[src/rtl/vga_pkg.sv]
// vga_pkg: default 800x600@60 timing constants and the bundled timing bus carried by delay stages
package vga_pkg;
  localparam int H_ACTIVE = 800;
  localparam int H_FP = 40;
  localparam int H_SYNC = 128;
  localparam int H_BP = 88;
  localparam int H_TOTAL = H_ACTIVE + H_FP + H_SYNC + H_BP;
  localparam int V_ACTIVE = 600;
  localparam int V_FP = 1;
  localparam int V_SYNC = 4;
  localparam int V_BP = 23;
  localparam int V_TOTAL = V_ACTIVE + V_FP + V_SYNC + V_BP;
  localparam logic HSYNC_POL = 1'b1;
  localparam logic VSYNC_POL = 1'b1;
  localparam int CW = 11;
  typedef struct packed {
    logic [CW-1:0] hcount;
    logic [CW-1:0] vcount;
    logic          hsync;
    logic          vsync;
    logic          hblnk;
    logic          vblnk;
  } vga_bus_t;
endpackage

[src/rtl/vga_wrap_counter.sv]
// vga_wrap_counter: CW-bit enabled counter wrapping to 0 at LAST, exposing its next value and terminal count
module vga_wrap_counter #(
  parameter int            CW   = vga_pkg::CW,
  parameter logic [CW-1:0] LAST = '1
) (
  input  logic          clk,
  input  logic          rst_n,
  input  logic          en,
  output logic [CW-1:0] q,
  output logic [CW-1:0] nxt,
  output logic          tc
);
  // ">=" lets any out-of-range value recover by wrapping to 0
  assign tc  = q >= LAST;
  assign nxt = en ? (tc ? '0 : q + 1'b1) : q;
  always_ff @(posedge clk or negedge rst_n)
    if (!rst_n) q <= '0;
    else q <= nxt;
endmodule

[src/rtl/vga_timing.sv]
// vga_timing: free-running VGA raster generator with counts, sync, blanking and frame pulse
// Define VGA_FRAME_CNT_EN to build the 16-bit frame counter; otherwise frame_cnt is tied to 0.
module vga_timing
  import vga_pkg::*;
#(
  parameter int   H_ACTIVE  = vga_pkg::H_ACTIVE,
  parameter int   H_FP      = vga_pkg::H_FP,
  parameter int   H_SYNC    = vga_pkg::H_SYNC,
  parameter int   H_BP      = vga_pkg::H_BP,
  parameter int   V_ACTIVE  = vga_pkg::V_ACTIVE,
  parameter int   V_FP      = vga_pkg::V_FP,
  parameter int   V_SYNC    = vga_pkg::V_SYNC,
  parameter int   V_BP      = vga_pkg::V_BP,
  parameter logic HSYNC_POL = vga_pkg::HSYNC_POL,
  parameter logic VSYNC_POL = vga_pkg::VSYNC_POL,
  parameter int   CW        = vga_pkg::CW
) (
  input  logic          clk,
  input  logic          rst_n,
  input  logic          ce,
  output logic [CW-1:0] hcount,
  output logic [CW-1:0] vcount,
  output logic          hsync,
  output logic          vsync,
  output logic          hblnk,
  output logic          vblnk,
  output logic          frame_start,
  output logic [15:0]   frame_cnt
);
  localparam int HT = H_ACTIVE + H_FP + H_SYNC + H_BP;
  localparam int VT = V_ACTIVE + V_FP + V_SYNC + V_BP;
  localparam logic [CW-1:0] H_LAST = CW'(HT - 1);
  localparam logic [CW-1:0] H_BLK  = CW'(H_ACTIVE);
  localparam logic [CW-1:0] H_SON  = CW'(H_ACTIVE + H_FP);
  localparam logic [CW-1:0] H_SOFF = CW'(H_ACTIVE + H_FP + H_SYNC);
  localparam logic [CW-1:0] V_LAST = CW'(VT - 1);
  localparam logic [CW-1:0] V_BLK  = CW'(V_ACTIVE);
  localparam logic [CW-1:0] V_SON  = CW'(V_ACTIVE + V_FP);
  localparam logic [CW-1:0] V_SOFF = CW'(V_ACTIVE + V_FP + V_SYNC);
  logic [CW-1:0] h_nxt, v_nxt;
  logic          h_tc, v_tc, wrap;
  vga_wrap_counter #(.CW(CW), .LAST(H_LAST)) u_h (
    .clk, .rst_n, .en(ce), .q(hcount), .nxt(h_nxt), .tc(h_tc)
  );
  vga_wrap_counter #(.CW(CW), .LAST(V_LAST)) u_v (
    .clk, .rst_n, .en(ce & h_tc), .q(vcount), .nxt(v_nxt), .tc(v_tc)
  );
  assign wrap = ce & h_tc & v_tc;
  // Decoding the next counts keeps sync/blank registered in lockstep with the counters
  always_ff @(posedge clk or negedge rst_n)
    if (!rst_n) begin
      hsync       <= ~HSYNC_POL;
      vsync       <= ~VSYNC_POL;
      hblnk       <= 1'b0;
      vblnk       <= 1'b0;
      frame_start <= 1'b0;
    end else begin
      hsync       <= (h_nxt >= H_SON && h_nxt < H_SOFF) ? HSYNC_POL : ~HSYNC_POL;
      vsync       <= (v_nxt >= V_SON && v_nxt < V_SOFF) ? VSYNC_POL : ~VSYNC_POL;
      hblnk       <= h_nxt >= H_BLK;
      vblnk       <= v_nxt >= V_BLK;
      frame_start <= wrap;
    end
`ifdef VGA_FRAME_CNT_EN
  always_ff @(posedge clk or negedge rst_n)
    if (!rst_n) frame_cnt <= '0;
    else if (wrap) frame_cnt <= frame_cnt + 16'd1;
`else
  assign frame_cnt = '0;
`endif
endmodule

[config.mk]
export PLATFORM = sky130hd
export DESIGN_NAME = vga_timing
export DESIGN_NICKNAME = d
export VERILOG_FILES = /design/src/rtl/vga_pkg.sv /design/src/rtl/vga_wrap_counter.sv /design/src/rtl/vga_timing.sv
export SDC_FILE = /design/constraint.sdc
export NUM_CORES = 1
export LEC_CHECK = 0
export ABC_AREA = 1
export CORE_MARGIN = 4
export CORE_UTILIZATION = 45
export CTS_BUF_LIST = sky130_fd_sc_hd__clkbuf_4 sky130_fd_sc_hd__clkbuf_8
export DETAILED_ROUTE_END_ITERATION = 6
export PLACE_DENSITY_LB_ADDON = 0.1
export SLEW_MARGIN = 20
export SYNTH_ARGS = -nofsm -noshare
export SYNTH_HDL_FRONTEND = slang
export SYNTH_SLANG_ARGS = --single-unit
[constraint.sdc]
create_clock -name clk -period 3.5 [get_ports clk]
set_input_delay 0.7 -clock clk [delete_from_list [all_inputs] [get_ports clk]]
set_output_delay 0.7 -clock clk [all_outputs]
set_load 0.02 [all_outputs]
**After elaboration in Yosys (flattened, before gate mapping)**

Index checks and enable logic that the tools add are counted.

- Output and inout bits: 43
- Memory bits (writable): 0
- Memories: 0
- Logic and storage cells: 27
- Bits in latches: 0
- Bits in registers: 27
- Input port bits: 3
- ROM bits: 0

- Div/mod/pow operators: 0
- $add $sub $neg: 2
- Equal/unequal tests: 0
- Shift-type cells: 0
- $lt $le $gt $ge: 8
- Multipliers: 0
- Muxes and demuxes: 6
- Bitwise gates (word level): 2
- Reduce and logical (&&, ||, !) cells: 2

Operators by type and width:

| operator | count |
|---|---|
| $ge 11x10->1 const B | 5 |
| $mux 11 | 4 |
| $add 11x1->11 const B | 2 |
| $lt 11x10->1 const B | 2 |
| $ge 11x11->1 const B | 1 |
| $and 1x1->1 | 2 |
| $logic_and 1x1->1 | 2 |
| $mux 1 | 2 |

**Depth between registers and ports, before layout**

- Depth after elaboration: 6
- Gate-level depth with buffers: 15

**Cells and area by module**

From an unflattened synthesis, not the netlist that was laid out.

- Cell total of the unflattened synthesis: 254
- Area total of the unflattened synthesis: 1,875.5 um^2

By module, submodules not included:

| module | sequential area each (um^2) | area an instance (um^2) | instances | cells an instance |
|---|---|---|---|---|
| vga_wrap_counter at u_h | 275.3 | 750.7 | 1 | 112 |
| vga_wrap_counter at u_v | 275.3 | 703.2 | 1 | 84 |
| vga_timing | 125.1 | 421.7 | 1 | 58 |

**Worst setup path after synthesis**

OpenSTA, ideal clock, no wires.

- Path type: input to register
- Start: input ce
- End: register hblnk
- Data arrival time: 1.812 ns
- Path buffers: 1
- Path slack: 1.561 ns
- Library setup time: 0.127 ns
- Stages: 12
- Data required time: 3.373 ns
- Cell sequence: buf_4 nand2_1 nor2_1 nand2_1 nor2_1 inv_1 nor2_2 nand2_1 xor2_1 nor3_2 o31ai_1 nand2_1

- Word-level cells in the longest chain between the ends: 2

Ends and longest elaborated chain:

| element | line | RTL |
|---|---|---|
| start, declared | vga_timing.sv:20 | `input logic ce,` |
| $mux 11 | vga_wrap_counter.sv:15 | `assign nxt = en ? (tc ? '0 : q + 1'b1) : q;` |
| $ge 11x10->1 | vga_timing.sv:60 | `hblnk <= h_nxt >= H_BLK;` |
| end signal, assigned | vga_timing.sv:54 | `hblnk <= 1'b0;` |
| end signal, assigned | vga_timing.sv:60 |  |
| end, declared | vga_timing.sv:25 | `output logic hblnk,` |

No other way between the ends.

**Worst setup path after layout**

- Start: input ce
- End: register hblnk

- Word-level cells in the longest chain between the ends: 2

Ends and longest elaborated chain:

| element | line | RTL |
|---|---|---|
| $mux 11 | vga_wrap_counter.sv:15 |  |
| named net h_nxt[6] | vga_timing.sv:40 | `logic [CW-1:0] h_nxt, v_nxt;` |
| $ge 11x10->1 | vga_timing.sv:60 |  |

The timed path passes the listed nets, and every way through them passes these cells.

==> results_dict.tcl <==
set metrics [dict create \
    cts-root-buf "clkbuf_8" \
    finalCritPeriodShare_pct 68.7 \
    drive_gt1_share_pct 9.76 \
    io_buffers 29 \
    grt_pass1_wl_mm 6.89 \
    p_leak_uw 0.00119 \
    hold_viol 0 \
    rrSetupSlack_ns 1.42 \
    netlist_area_sq_um 1850 \
    cts_max_level 1 \
    die_y_um 72.2 \
    die_w_um 72.2 \
    drt_iter0_markers 106 \
    rsz0062_at_grt "false" \
    min_path_cells 2 \
    setup-violations-final 0 \
    syn-instance-count 267 \
    initial_utilization_pct 46.4 \
    crit_fanout 8 \
    yosysSeqAreaShare_pct 36.4 \
    reg2regPathDepth 13 \
    drcViolationCount 0 \
    cp.required_ns 3.67 \
    finalNetCount 303 \
    syn_avg_cell_area_sq_um 6.94 \
    routabilityCongestion 0.870 \
    synth_warnings 0 \
    wl_per_cell_um 11.3 \
    num_antenna_cells 0 \
    hold_start "u_h.q[1]" \
    routed_wl_mm 3.92 \
    irDropWorstVdd_v 0.000389 \
    viasPerCell 4.58 \
    finalCriticalPeriod_ns 2.40 \
    slew_viol_final 0 \
    post-dp-hpwl_mm 2.97 \
    hold_class "flop to flop" \
    vias 1588 \
    worstSetupEndpointType "flop" \
    clk_latency_ns 0.28 \
    ys_ff_latch 27 \
    hold_path_end "u_h.q[1]" \
    dieArea_sq_um 5210 \
    cts-resized-gates 0 \
    rr_startpoint "u_v.q[0]" \
    crit_arrival_ns 2.57 \
    ys_async_sr_fraction_pct 100 \
    gr-usage-all-layers_pct 16.7 \
    worst_clock_skew_ns 0.00402 \
    synth_edf_count 0 \
    r2r-end "vsync" \
    fin_setup_tns_ns 0 \
    cts_tree "done" \
    coreArea_sq_um 4000 \
    post-cts-setup-buffer-count 0 \
    path_clk_slew_ns 0.10 \
    power_uw 1290 \
    synth.area.top_cells "dfrtp_1 36%, nand2_1 16%, inv_1 8.5%" \
    place_area_sq_um 2130 \
    cts-buffers-inserted 3 \
    yosysTopAreaCell "dfrtp_1" \
    design_area_sq_um 2180 \
    synth_top_area_share_pct 36.4 \
    ys.flop_type "dfrtp_1" \
    io_pins 46 \
    final_cell_mix "81 x nand2_1, 42 x inv_1, 33 x nor2_1" \
    fmax_mhz 416 \
    place_ws_ns 0.811 \
    clockBufferDepth 2 \
    whs_ns 0.552 \
    drtPass1Iterations 4 \
    grt_max_degree 28 \
    yosys.cell_types.count 31 \
    clock_sinks 27 \
    num_rows 23 \
    final_common_cell "nand2_1" \
    p_per_area_nw_per_um2 594 \
    ctsHoldBuffers 0 \
    ant_nets 0 \
    outcome "finished clean" \
    maxCapViolCount 0 \
    final.setup.worst_slack_ns 1.10 \
    grt_pass1_vias 1450 \
    crit_path_start_kind "input port" \
    grt_antenna_before_repair 0 \
    overflow 0 \
    synthToLayoutAreaGrowth_pct 17.3 \
    crit_type "input port to flop" \
]
==> final cells by class <==
type | count | area (sq um)
Clock buffer | 4 | 48.8
Fill cell | 394 | 1820
Inverter | 45 | 169
Multi-Input combinational cell | 191 | 922
Sequential cell | 27 | 676
Tap cell | 50 | 62.6
Timing Repair Buffer | 30 | 298
==> sequential cells by signal (all words and copies together), names as in the netlist <==
name         count
u_h.q           11
hsync            1
vsync            1
u_v.q           11
frame_start      1
hblnk            1
vblnk            1
==> power by group <==
part           switching, uW  total (uW)  internal, uW
clock                    102         192          89.5
sequential              90.4         480           390
combinational            371         621           251
==> stage by stage <==
step	utilization, %	std cells
after CTS	54.4	347
after floorplan	-	282
after global routing	54.4	347
after global placement	53.2	343
after detailed placement	53.2	343
final	54.4	347
==> worst max path at each step <==
stage                     from     to  slack [ns]  cells after the start
after global placement      ce  hblnk        0.84                     12
after global routing        ce  hblnk        0.85                     12
after CTS                   ce  hblnk        1.11                     11
after detailed placement    ce  hblnk        0.81                     11
final                       ce  hblnk        1.10                     11
after floorplan             ce  hblnk        1.56                     12
==> critical path, cell delays in order <==
cell	delay [ns]
clkdlybuf4s50_1	0.65
inv_1	0.10
nor2_1	0.15
nand2_1	0.09
nor2_1	0.18
xor2_1	0.18
inv_1	0.09
nand2_1	0.06
inv_1	0.06
o31ai_1	0.24
nand2_1	0.07
==> per-layer routing <==
| metal | global-route usage [%] | wire length (um) | vias up |
|---|---|---|---|
| met4 | 5.64 | 51 | 0 |
| met2 | 24.1 | 1660 | 39 |
| met5 | 0 | 0 | - |
| met1 | 25.1 | 2010 | 711 |
| li1 | - | - | 834 |
| met3 | 2.91 | 205 | 4 |
==> synth_stat cells (all sizes together) (2+ instances only) <==
| library cell | number |
|---|---|
| dfrtp | 27 |
| buf | 19 |
| a21oi | 5 |
| inv | 45 |
| nor2 | 39 |
| nand4 | 2 |
| xor2 | 4 |
| nand3b | 2 |
| ha | 2 |
| o21ai | 7 |
| nand2 | 87 |
| nand3 | 20 |
==> cell families (layout without fill, tap and decap cells) <==
group                    Yosys count  count (layout)  synth area share, %
other                              1              16                0.202
AND/OR/NAND/NOR                  152             152                 37.3
AO/OA/AOI/OAI                     17              17                 5.94
XOR/XNOR                           4               4                 1.89
buffers and inverters             64              79                 16.9
flip-flops                        27              27                 36.4
adder cells (fa/ha/maj)            2               2                 1.35
Power figures use the tool's default switching activity.
